File: config.mk
export PLATFORM = sky130hd
export DESIGN_NAME = control_unit
export DESIGN_NICKNAME = d
export VERILOG_FILES = /design/src/rtl/cu_pkg.sv /design/src/rtl/cu_reg_decode.sv /design/src/rtl/control_unit.sv
export SDC_FILE = /design/constraint.sdc
export NUM_CORES = 1
export LEC_CHECK = 0
export ABC_CLOCK_PERIOD_IN_PS = 1800
export CAP_MARGIN = 20
export CORE_MARGIN = 10
export CORE_UTILIZATION = 60
export CTS_CLUSTER_SIZE = 16
export DETAILED_ROUTE_END_ITERATION = 8
export DONT_BUFFER_PORTS = 1
export GPL_TIMING_DRIVEN = 0
export PLACE_DENSITY = 0.76
export SLEW_MARGIN = 20
export SYNTH_ARGS = -nofsm -noshare
export SYNTH_HDL_FRONTEND = slang
export SYNTH_SLANG_ARGS = --single-unit
File: constraint.sdc
create_clock -name clock -period 1.8 [get_ports clock]
set_clock_uncertainty 0.05 [all_clocks]
set_input_delay 0.18 -clock clock [delete_from_list [all_inputs] [get_ports clock]]
set_output_delay 0.18 -clock clock [all_outputs]
set_load 0.05 [all_outputs]
File: src/rtl/cu_pkg.sv
// Shared constants for the hardwired control unit and the DataPath ALU:
// state encoding, instruction opcodes and ALU function codes.
package cu_pkg;

   // Sequencer state encoding (also exported on the debug 'state' port)
   localparam logic [3:0] S_RST  = 4'd0;
   localparam logic [3:0] S_T0   = 4'd1;
   localparam logic [3:0] S_T1   = 4'd2;
   localparam logic [3:0] S_T2   = 4'd3;
   localparam logic [3:0] S_T3   = 4'd4;
   localparam logic [3:0] S_T4   = 4'd5;
   localparam logic [3:0] S_T5   = 4'd6;
   localparam logic [3:0] S_HALT = 4'd7;

   // Opcodes in ir[31:27]
   localparam logic [4:0] OP_ADD  = 5'b00011;
   localparam logic [4:0] OP_SUB  = 5'b00100;
   localparam logic [4:0] OP_AND  = 5'b00101;
   localparam logic [4:0] OP_OR   = 5'b00110;
   localparam logic [4:0] OP_SHR  = 5'b00111;
   localparam logic [4:0] OP_SHL  = 5'b01000;
   localparam logic [4:0] OP_HALT = 5'b11011;

   // ALU function select, shared with the DataPath ALU
   localparam logic [3:0] ALU_ADD = 4'd0;
   localparam logic [3:0] ALU_SUB = 4'd1;
   localparam logic [3:0] ALU_AND = 4'd2;
   localparam logic [3:0] ALU_OR  = 4'd3;
   localparam logic [3:0] ALU_SHR = 4'd4;
   localparam logic [3:0] ALU_SHL = 4'd5;

   // True for the three-register ALU instructions
   function automatic logic is_alu_opcode(input logic [4:0] op);
      return (op == OP_ADD) || (op == OP_SUB) || (op == OP_AND) ||
             (op == OP_OR)  || (op == OP_SHR) || (op == OP_SHL);
   endfunction

   // Opcode to ALU function; non-ALU opcodes fall back to ADD
   function automatic logic [3:0] alu_of_opcode(input logic [4:0] op);
      case (op)
         OP_SUB:  return ALU_SUB;
         OP_AND:  return ALU_AND;
         OP_OR:   return ALU_OR;
         OP_SHR:  return ALU_SHR;
         OP_SHL:  return ALU_SHL;
         default: return ALU_ADD;
      endcase
   endfunction

endpackage

File: src/rtl/cu_reg_decode.sv
// Converts a 4-bit register field plus enable into a one-hot R0..R15 vector.
module cu_reg_decode
   import cu_pkg::*;
(
   input  logic [3:0]  field,
   input  logic        en,
   output logic [15:0] onehot
);

   // One comparator per register bit; all zero when not enabled
   generate
      for (genvar gi = 0; gi < 16; gi++) begin : g_bit
         assign onehot[gi] = en && (field == 4'(gi));
      end
   endgenerate

endmodule

File: src/rtl/control_unit.sv
// Hardwired control unit: six-step fetch/execute sequencer for the
// three-register ALU instructions, with HALT and a sticky illegal flag.
// Optional feature macro CU_MEMWAIT_EN: T1 waits for mem_ready before
// leaving the fetch read cycle.
module control_unit
   import cu_pkg::*;
(
   input  logic        clock,
   input  logic        clear,
   input  logic [31:0] ir,
   input  logic        mem_ready,
   output logic        PCout,
   output logic        Zlowout,
   output logic        MDRout,
   output logic        MARin,
   output logic        Zin,
   output logic        PCin,
   output logic        MDRin,
   output logic        IRin,
   output logic        Yin,
   output logic        IncPC,
   output logic        Read,
   output logic [3:0]  alu_op,
   output logic [15:0] Rout,
   output logic [15:0] Rin,
   output logic        run,
   output logic        illegal,
   output logic [3:0]  state
);

   logic [3:0] state_reg;
   logic [3:0] state_next;
   logic       illegal_reg;
   logic [4:0] opcode;
   logic       op_alu;
   logic       t1_exit;
   logic       rout_en;
   logic [3:0] rout_field;
   logic       rin_en;

   assign opcode = ir[31:27];
   assign op_alu = is_alu_opcode(opcode);

`ifdef CU_MEMWAIT_EN
   assign t1_exit = mem_ready;
   logic unused_ir;
   assign unused_ir = &{1'b0, ir[14:0]};
`else
   assign t1_exit = 1'b1;
   logic unused_in;
   assign unused_in = &{1'b0, mem_ready, ir[14:0]};
`endif

   // State register; clear forces RST at once
   always_ff @(posedge clock or posedge clear) begin
      if (clear) state_reg <= S_RST;
      else       state_reg <= state_next;
   end

   // Sticky illegal flag, raised when T3 decodes an undefined opcode
   always_ff @(posedge clock or posedge clear) begin
      if (clear)
         illegal_reg <= 1'b0;
      else if (state_reg == S_T3 && !op_alu && opcode != OP_HALT)
         illegal_reg <= 1'b1;
   end

   // Next-state sequencing
   always_comb begin
      state_next = state_reg;
      case (state_reg)
         S_RST:   state_next = S_T0;
         S_T0:    state_next = S_T1;
         S_T1:    state_next = t1_exit ? S_T2 : S_T1;
         S_T2:    state_next = S_T3;
         S_T3:    state_next = op_alu ? S_T4 : S_HALT;
         S_T4:    state_next = S_T5;
         S_T5:    state_next = S_T0;
         S_HALT:  state_next = S_HALT;
         default: state_next = S_RST;
      endcase
   end

   // Moore output decode; only one bus source is ever selected per state
   always_comb begin
      PCout      = 1'b0;
      Zlowout    = 1'b0;
      MDRout     = 1'b0;
      MARin      = 1'b0;
      Zin        = 1'b0;
      PCin       = 1'b0;
      MDRin      = 1'b0;
      IRin       = 1'b0;
      Yin        = 1'b0;
      IncPC      = 1'b0;
      Read       = 1'b0;
      alu_op     = ALU_ADD;
      rout_en    = 1'b0;
      rout_field = ir[22:19];
      rin_en     = 1'b0;
      case (state_reg)
         S_T0: begin
            PCout = 1'b1;
            MARin = 1'b1;
            IncPC = 1'b1;
            Zin   = 1'b1;
         end
         S_T1: begin
            Read    = 1'b1;
            MDRin   = 1'b1;
            PCin    = t1_exit;
            Zlowout = t1_exit;
         end
         S_T2: begin
            MDRout = 1'b1;
            IRin   = 1'b1;
         end
         S_T3: begin
            Yin     = op_alu;
            rout_en = op_alu;
         end
         S_T4: begin
            rout_en    = 1'b1;
            rout_field = ir[18:15];
            Zin        = 1'b1;
            alu_op     = alu_of_opcode(opcode);
         end
         S_T5: begin
            Zlowout = 1'b1;
            rin_en  = 1'b1;
         end
         default: ;
      endcase
   end

   cu_reg_decode u_rout (
      .field  (rout_field),
      .en     (rout_en),
      .onehot (Rout)
   );

   cu_reg_decode u_rin (
      .field  (ir[26:23]),
      .en     (rin_en),
      .onehot (Rin)
   );

   assign run     = (state_reg >= S_T0) && (state_reg <= S_T5);
   assign illegal = illegal_reg;
   assign state   = state_reg;

endmodule
==> results of run 1 <==
-- kinds of logic after synthesis --
logic type                count (synthesis)  synth area share [%]
and+or+nand+nor                          78                  57.1
buffers and inverters                    19                  13.8
xor gates and xnor gates                  1                  1.12
AOI/OAI and AO/OA                        18                  14.7
DFF                                       4                  12.8
other                                     1                 0.480
==> impl_metrics.json, run 1 <==
{
  "status": "stopped before the end",
  "haltStage": "global placement without I/O",
  "error_line": "[ERROR GPL-0301] Utilization 122.824 % exceeds 100%.",
  "ys_seq_area_share_pct": 12.8,
  "synth_cells": 121,
  "synth_cell_types": 36,
  "syn_area_per_cell_um2": 6.45,
  "synth_area_leaders": "nor3_1 (15%), dfrtp_1 (13%), nor2_1 (7.2%), buf_4 (6.7%), nor3b_1 (3.8%)",
  "post-synth-top-count-cell": "nor3_1",
  "die_w_um": 56.1,
  "post_synth_most_frequent_cells": "nor3_1 (24), nor2_1 (15), buf_4 (7), nand2_1 (7), inv_1 (5)",
  "synth.top_cell.area_share_pct": 15.4,
  "start_util_pct": 66.7,
  "yosysWarnings": 0,
  "rows": 12,
  "synth-seq-cells": 4,
  "async_flop_share_pct": 100,
  "synth-main-ff-cell": "dfrtp_1",
  "die_h_um": 56.1,
  "synth-edff-count": 0,
  "syn-cell-area_um2": 781,
  "yosys.area.top_type": "nor3_1"
}
==> run 2: changes to the inputs <==
- CORE_AREA: unset -> 10 10 71 73
- CORE_MARGIN: 10 -> unset
- CORE_UTILIZATION: 60 -> unset
- CTS_CLUSTER_SIZE: 16 -> unset
- DIE_AREA: unset -> 0 0 81 83
- PLACE_DENSITY: 0.76 -> unset
- PLACE_DENSITY_LB_ADDON: unset -> 0.15
==> impl_metrics.json, run 2 <==
{
  "status": "finished with violations",
  "violations": "negative setup slack",
  "hpwl_um": 2990,
  "finish.instance_area_um2": 1840,
  "worst_pin_slew_ns": 0.777,
  "rsz0062_at_grt": "true",
  "critical_path_arrival_ns": 2.16,
  "pwr-share-seq_pct": 11.1,
  "setup_violations": 46,
  "grt-ovfl-total": 0,
  "clk_pin_slew_ns": 0.04,
  "ant_nets": 0,
  "dp_slack_ns": -0.669,
  "leakage_nw": 0.644,
  "diodes": 0,
  "core-area_um2": 3630,
  "avgRoutedWirePerCell_um": 19.1,
  "ir_drop_v": 0.00125,
  "post_synth_most_frequent_cells": "nor3_1 (24), nor2_1 (15), buf_4 (7), nand2_1 (7), inv_1 (5)",
  "fin_crit_ns": 2.39,
  "synth-edff-count": 0,
  "die_h_um": 83,
  "p_int_mw": 1.13,
  "async_flop_share_pct": 100,
  "cp-end-kind": "output port",
  "post-synth-top-count-cell": "nor3_1",
  "place_area_um2": 1440,
  "numCtsBuffers": 3,
  "syn_area_per_cell_um2": 6.45,
  "drc": 0,
  "drt-initial-drc-count": 26,
  "yosys.area_share.simple_pct": 57.1,
  "synth_cell_types": 36,
  "io_pins": 88,
  "dp.cells": 170,
  "finalWorstSetupSlack_ns": -0.589,
  "slew_violations": 0,
  "cts-root-buf": "clkbuf_8",
  "grt_pass1_wl_um": 5600,
  "cp-start-kind": "register",
  "vias_per_cell": 5.23,
  "synth-main-ff-cell": "dfrtp_1",
  "grt_use_total_pct": 10.1,
  "antenna_found_initial": 0,
  "grt_max_degree": 11,
  "switching_power_mw": 1.60,
  "tns_ns": -21.62,
  "clkPwrFrac_pct": 7.6,
  "p_per_area_nw_per_um2": 1480,
  "yosys.area_share.adder_pct": 0,
  "synth_xor_area_share_pct": 1.12,
  "synth_cells": 121,
  "rows": 22,
  "syn-cell-area_um2": 781,
  "layout-drive-gt1-share_pct": 72.6,
  "fin_util_pct": 50.7,
  "via_count": 1015,
  "synth_top_family_by_area": "simple AND/OR/NAND/NOR gates",
  "grt_pass1_vias": 1059,
  "yosys.area.top_type": "nor3_1",
  "synth_compound_area_share_pct": 14.7,
  "ys_seq_area_share_pct": 12.8,
  "routed_wl_um": 3710,
  "die_area_um2": 6720,
  "p_comb_share_pct": 81.3,
  "start_util_pct": 21.5,
  "hold_path.class": "in2reg",
  "area_growth_pct": 136,
  "cts_tree": "built",
  "layout.cells.non_filler": 194,
  "final_common_cell": "nor3_4",
  "die_w_um": 81,
  "fmax_mhz": 419,
  "slew-limit-headroom_pct": 48.2,
  "synth.top_cell.area_share_pct": 15.4,
  "cts_max_path_buffers": 2,
  "cp.required_ns": 1.57,
  "mostFrequentLayoutCells": "nor3_4 (23), nor2_4 (15), buf_6 (12), buf_4 (9), nand2_1 (6)",
  "synth-seq-cells": 4,
  "yosysWarnings": 0,
  "port_buffers": 0,
  "clock_latency_ns": 0.22,
  "nNetsFinal": 182,
  "cts_htree_levels": 1,
  "clock_sinks": 4,
  "firstDrtPassIters": 4,
  "fin_crit_sh_pct": 133,
  "maxCapViolCount": 0,
  "hold_violations": 0,
  "criticalPathCategory": "reg2out",
  "synth_area_leaders": "nor3_1 (15%), dfrtp_1 (13%), nor2_1 (7.2%), buf_4 (6.7%), nor3b_1 (3.8%)",
  "swShare_pct": 58.6,
  "synth.area.mux_share_pct": 0,
  "finalWeightedCongestion": 0.748,
  "worstPathMaxFanout": 3
}
run 2: cell counts after synthesis:
Identical to the previous run, type by type.
run 2: power by group through the flow:
| stage | clock network [mW] | registers [mW] | logic (mW) |
|---|---|---|---|
| 2_1_floorplan | 0 | 0.278 | 1.51 |
| 3_3_place_gp | 0 | 0.294 | 1.66 |
| 6_report | 0.207 | 0.303 | 2.22 |
| 3_5_place_dp | 0 | 0.294 | 1.69 |
| 4_1_cts | 0.211 | 0.298 | 1.99 |
| 5_1_grt | 0.219 | 0.312 | 2.33 |
run 2: per-stage QoR:
step / hold WS (ns) / total power, mW
after global routing: 0.128 / 2.86
final: 0.0896 / 2.73
after floorplan: -0.104 / 1.79
after CTS: 0.0962 / 2.50
after global placement: -0.0861 / 1.96
after detailed placement: -0.0826 / 1.98
run 2: path summary, 6_finish.rpt:
| kind | slack (ns) | cells past startpoint | startpoint | to |
|---|---|---|---|---|
| max | -0.59 | 6 | state[0] | alu_op[0] |
| min | 0.09 | 2 | ir[30] | state[1] |
| max reg2reg | -0.23 | 6 | state[0] | state[1] |
| min reg2reg | 0.73 | 2 | illegal | illegal |
| max in group asynchronous | 1.29 | 2 | clear | state[0] |
| min in group asynchronous | 0.23 | 2 | clear | state[1] |
run 2: what timing repair did:
item / 4_1_cts / 5_1_grt
endpoints found under the hold margin: 4 / 0
hold buffers: 1 / 0
buffers inserted: 14 / 3
resized for setup: 15 / 21
setup endpoints to repair: 47 / 47
cloned: 0 / 2
pin swaps: 21 / 22
run 2: cell type report:
type / count / area (um2)
Fill cell: 355 / 1790
Multi-Input combinational cell: 99 / 1200
Clock buffer: 4 / 45.0
Buffer: 14 / 170
Inverter: 5 / 18.8
Tap cell: 48 / 60.1
Sequential cell: 4 / 104
Timing Repair Buffer: 20 / 241
run 2: layer usage:
metal	vias up	track usage [%]	share of wire, %
li1	485	-	-
met1	478	10.6	35
met2	48	17.7	52
met3	4	5.06	12
met4	0	1.88	0.67
met5	-	0	0
run 2: kinds of logic (layout without fill, tap and decap cells):
logic type                Yosys count  count (layout)
AOI/OAI and AO/OA                  18              18
xor gates and xnor gates            1               1
buffers and inverters              19              43
DFF                                 4               4
other                               1               2
and+or+nand+nor                    78              78
run 2: worst max-delay path: stages (launching register included):
cell and delay (ns):
dfrtp_2 0.53, buf_6 0.17, buf_12 0.10, nor2b_4 0.36, nand3b_1 0.14, buf_6 0.15, a211oi_4 0.49
Note: power is estimated with default switching activity, not from simulation.
